$ cat src/rtl/mips_pkg.sv
// mips_pkg: constants shared by the MIPS pipeline stages
package mips_pkg;
  localparam int XLEN = 32;
  localparam logic [31:0] NOP_INSTR = 32'h0000_0000;
  localparam logic [31:0] DEFAULT_RESET_PC = 32'h0000_0000;
  localparam logic [31:0] PC_INCR = 32'd4;
endpackage

$ cat src/rtl/adder.sv
// adder: plain modulo-2^W adder
module adder #(
  parameter int W = 32
) (
  input  logic [W-1:0] a,
  input  logic [W-1:0] b,
  output logic [W-1:0] y
);
  assign y = a + b;
endmodule

$ cat src/rtl/if_stage.sv
// if_stage: instruction fetch, PC select and IF/ID pipeline register
module if_stage
  import mips_pkg::*;
#(
  parameter logic [31:0] RESET_PC = DEFAULT_RESET_PC,
  parameter int XLEN = 32
) (
  input  logic            clk,
  input  logic            rst,
  input  logic            stall,
  input  logic            redirect,
  input  logic [XLEN-1:0] redirect_target,
  output logic [XLEN-1:0] imem_addr,
  input  logic [XLEN-1:0] imem_rdata,
  input  logic            imem_ready,
  output logic [XLEN-1:0] pc,
  output logic [XLEN-1:0] if_id_instr,
  output logic [XLEN-1:0] if_id_pc_plus4,
  output logic            if_id_valid,
  output logic            misalign_err
);
  logic [XLEN-1:0] pc_q, pc_d, instr_q, instr_d, pc4_q, pc4_d, pc_plus4;
  logic valid_q, valid_d, mis_q, mis_d, hold, adv;
  adder #(.W(XLEN)) u_pc_adder (.a(pc_q), .b(PC_INCR), .y(pc_plus4));
  // redirect beats stall; anything that is neither hold nor advance is a bubble
  always_comb begin
    hold = !redirect && stall;
    adv = !redirect && !stall && imem_ready;
    pc_d = redirect ? {redirect_target[XLEN-1:2], 2'b00} : adv ? pc_plus4 : pc_q;
    instr_d = hold ? instr_q : adv ? imem_rdata : NOP_INSTR;
    pc4_d = hold ? pc4_q : adv ? pc_plus4 : '0;
    valid_d = hold ? valid_q : adv;
    mis_d = redirect && |redirect_target[1:0];
  end
  always_ff @(posedge clk) begin
    if (rst) begin
      pc_q <= RESET_PC;
      instr_q <= NOP_INSTR;
      pc4_q <= '0;
      valid_q <= 1'b0;
      mis_q <= 1'b0;
    end else begin
      pc_q <= pc_d;
      instr_q <= instr_d;
      pc4_q <= pc4_d;
      valid_q <= valid_d;
      mis_q <= mis_d;
    end
  end
  assign imem_addr = pc_q;
  assign pc = pc_q;
  assign if_id_instr = instr_q;
  assign if_id_pc_plus4 = pc4_q;
  assign if_id_valid = valid_q;
  assign misalign_err = mis_q;
endmodule

$ cat config.mk
export PLATFORM = sky130hd
export DESIGN_NAME = if_stage
export DESIGN_NICKNAME = d
export VERILOG_FILES = /design/src/rtl/mips_pkg.sv /design/src/rtl/adder.sv /design/src/rtl/if_stage.sv
export SDC_FILE = /design/constraint.sdc
export NUM_CORES = 1
export LEC_CHECK = 0
export ABC_AREA = 1
export BUFFER_PORTS_ARGS = -buffer_cell sky130_fd_sc_hd__buf_4
export CAP_MARGIN = 25
export CORE_ASPECT_RATIO = 1.2
export CORE_UTILIZATION = 42
export CTS_CLUSTER_SIZE = 12
export DETAILED_ROUTE_END_ITERATION = 10
export GPL_ROUTABILITY_DRIVEN = 0
export PLACE_DENSITY = 0.82
export SLEW_MARGIN = 40
export SYNTH_ARGS = -nofsm -noshare
export SYNTH_HDL_FRONTEND = slang
export SYNTH_SLANG_ARGS = --single-unit
$ cat constraint.sdc
create_clock -name clk -period 3.2 [get_ports clk]
set_input_delay 0.32 -clock clk [delete_from_list [all_inputs] [get_ports clk]]
set_output_delay 0.32 -clock clk [all_outputs]
set_load 0.02 [all_outputs]
Word level (Yosys, flattened, before mapping):

Index checks and enable logic that the tools add are counted.

* register bits: 98
* input port bits: 69
* output and inout bits: 130

* add/subtract/negate cells: 1
* multiplexer cells: 4
* reduce and logical (&&, ||, !) cells: 9

Operators by type and width (count)
* two-way mux 32 bit: 4
* adder 32 x 3 -> 32 bit (second input constant): 1
* logical AND 1 bit: 4
* OR reduction 2 bit: 2
* zero test 1 bit: 2
* nonzero test 2 bit: 1

Logic depth before layout (Yosys ltp):

* depth after elaboration: 5
* mapped depth: 9

Modules after synthesis:

From an unflattened synthesis, not the netlist that was laid out.

* cell total of the unflattened synthesis: 1049
* area, all modules: 6368.6 sq um

By module, submodules not included
* if_stage: times used 1, cells an instance 555, area each 3983.8 sq um
* adder: times used 1, cells an instance 494, area each 2384.8 sq um

Worst setup path before layout:

OpenSTA, ideal clock, no wires.

* kind: register to register
* from: reg pc_q[3] (netlist: imem_addr[3])
* to: reg pc_q[24] (netlist: imem_addr[24])
* setup time: 0.132 ns
* arrival: 1.440 ns
* data required time: 3.068 ns
* setup slack: 1.628 ns
* cell stages (with the launch flop): 9
* cells stage by stage: dfxtp_1 ha_1 nand3_1 inv_2 nand2_4 nor2_4 nand3_1 nand3_1 a21oi_1

* cells in the longest elaborated chain, start to end: 3

Ends and longest elaborated chain
* from (decl): RTL line if_stage.sv:22 `logic [XLEN-1:0] pc_q, pc_d, instr_q, instr_d, pc4_q, pc4_d, pc_plus4;`
* from (signal assigned): RTL line if_stage.sv:43 `pc_q <= pc_d;`
* adder 32 x 3 -> 32 bit: RTL line adder.sv:9 `assign y = a + b;`
* two-way mux 32 bit (2 in series): RTL line if_stage.sv:29 `pc_d = redirect ? {redirect_target[XLEN-1:2], 2'b00} : adv ? pc_plus4 : pc_q;`

Every way passes these cells. The select of a mux whose other input is x is not followed.
A chain may end at the register's enable or synchronous reset.

Final worst setup path:

* from: reg pc_q[3] (netlist: imem_addr[3])
* to: reg pc4_q[16] (netlist: if_id_pc_plus4[16])

* cells in the longest elaborated chain, start to end: 2

Ends and longest elaborated chain
* adder 32 x 3 -> 32 bit: RTL line adder.sv:9
* two-way mux 32 bit: RTL line if_stage.sv:31 `pc4_d = hold ? pc4_q : adv ? pc_plus4 : '0;`
* to (signal assigned): RTL line if_stage.sv:45 `pc4_q <= pc4_d;`
* to (decl): RTL line if_stage.sv:22

Every way passes these cells.

==> run metrics <==
status=complete, no violations; DR vias=4565; Power Density=452 nW/um2; DR WL/cell=13.5 um; max-slew violations=0; setup TNS=0 ns; final WL=12600 um; final worst path period share=0.563; First-pass DRT Iterations=5; minimum clock period after layout=1.80 ns; Setup Viol. Count Final=0; H-tree depth=3; Clock Tree Root=clkbuf_16; commonest non-fill, non-tap cell in the layout=nand2_1; initial core utilization=0.429; top_reg_cell synth=dfxtp_1; Synth async-reset ratio=0; leakage=2.77 nW; Die Ht=115 um; Vias/cell=4.91; maximum clock insertion buffer count=2; dpl hpwl=8990 um; Critical path buffers and inverters=1; Slew HR=0.513; clk sinks=94; top cells by area, synth=dfxtp_1, nand2_1, a21oi_1; post-route setup slack=1.40 ns; Initial DRC Count=245; Synth top area share=0.419; Yosys reg bits=94; worst path cell trace=ha_1 > nand3_1 > inv_2 > nand2_4 > nor2_4 > nand2_1 > nand2_1 > nand3_1 > a21oi_1; sequential element share of the synthesized area=0.419; endpoints failing hold=0; clock latency on the worst-skew pair=0.34 ns; vias in the first global route=4153; Critical-path top delay cell=dfxtp_1; CP peak stage delay=0.45 ns; GR Overflow Total=0; CTS Buf Count=9; I/O pin cnt=199; post-route antenna net violation count=0; port bufs=192; Yosys top cell by area=dfxtp_1; CTS resizes=0; Ys Warns=0; Worst-Margin Slew=0.729 ns; Syn Inst Count=651; max cap viols=0; VDD IR max=0.238 mV; crit path capture type=flip-flop; layout cells sized above 1=0.287; antenna violations before repair=0; core area=10500 um2; All-Layer GR Usage=0.229; largest net degree at the start of global routing=95; FMAX=555 MHz; clk slew on worst S/H paths=0.06 ns; die area=11100 um2; Critical Path AT=2.06 ns; RSZ-0062 raised after global routing=false; Cell Area, Synth=4490 um2; CTS tree=done; DP Worst Slack=1.15 ns; HP Class=in2reg; synth unique cells=25; die width=96.4 um; # Post-CTS Setup Buffers=0; Layout Skew=0.00534 ns; startpoint type of the worst setup path=flip-flop; most frequent cells in the layout=nand2_1, buf_4, dfxtp_1, a21oi_1, inv_1; row count=41; DRC=0; Placed Cells incl. Taps=915; Syn Area/Cell=6.90 um2; CP Class=reg2reg; Final #Nets=867; hold buffers post-CTS=0; ANT cells=0; EDFF count, synth=0; required time of the worst setup path=3.46 ns; area grow syn2layout=35.1%; r2r setup slk=1.40 ns; first-pass GRT wire length=19600 um; Layout Cells excl Fill=930; Max FO, Critical Path=6; Largest delay share family, worst path=simple AND/OR/NAND/NOR gates
==> flip-flops by register name, indices dropped and copies added, names as in the netlist <==
| signal | cells |
|---|---|
| if_id_valid | 1 |
| if_id_instr | 32 |
| if_id_pc_plus4 | 30 |
| imem_addr | 30 |
| misalign_err | 1 |
==> worst paths after layout <==
check / start / to / cells after the start
hold / removal: imem_rdata[6] / if_id_instr[6]$_SDFFE_PP0N_ / 3
setup reg to reg: imem_addr[3]$_SDFFE_PP0P_ / if_id_pc_plus4[16]$_SDFFE_PP0N_ / 9
setup / recovery: imem_addr[3]$_SDFFE_PP0P_ / if_id_pc_plus4[16]$_SDFFE_PP0N_ / 9
hold reg to reg: if_id_instr[17]$_SDFFE_PP0N_ / if_id_instr[17]$_SDFFE_PP0N_ / 2
==> where the power goes <==
group	switching [mW]	internal (mW)	total, mW
logic	0.212	0.163	0.375
clock network	0.444	0.676	1.12
registers	0.0464	1.21	1.25
==> synthesized netlist by cell type (5+ instances only) <==
cell / n
nand3_1: 32
nor2_2: 5
nor2_4: 6
a21oi_1: 88
nor2_1: 30
buf_4: 36
buf_2: 10
inv_1: 56
nand2_1: 218
o21ai_0: 22
clkbuf_1: 18
a31oi_1: 9
dfxtp_1: 94
==> area by class of cell <==
cell class                      count  area, um2
Inverter                           58        218
Sequential cell                    94       1880
Clock inverter                      5       75.1
Timing Repair Buffer              194       1470
Clock buffer                       10        229
Fill cell                        1014       4390
Tap cell                          129        161
Multi-Input combinational cell    440       2030
==> logic make-up after synthesis <==
kind of cell	Yosys count	synth area share
AND/OR/NAND/NOR	302	0.286
AO/OA/AOI/OAI	125	0.145
buffers and inverters	122	0.135
flip-flops	94	0.419
XOR/XNOR	6	0.0117
adder cells (fa/ha/maj)	1	0.00278
other	1	0.000835
==> per-layer routing <==
metal  vias up  GRT usage  part of all wire
met1      2043      0.275              0.41
met3        19     0.0522             0.076
li1       2322          -                 -
met2       181      0.394              0.50
met4         0     0.0833             0.017
met5         -          0                 0
==> per-stage QoR <==
stage                      util  instance area (um2)  hold WS, ns  power [mW]
after global routing      0.580                 6070        0.231        2.85
after global placement    0.551                 5760        0.452        1.65
after floorplan               -                 4510        0.464        1.50
after CTS                 0.580                 6070        0.225        2.76
after detailed placement  0.551                 5770        0.456        1.65
final                     0.580                 6070        0.229        2.75
==> worst min-delay path, stage by stage <==
cell	delay (ns)
buf_4	0.10
nand2_1	0.05
a21oi_1	0.05
No activity file was read; power rests on OpenSTA's default activity.
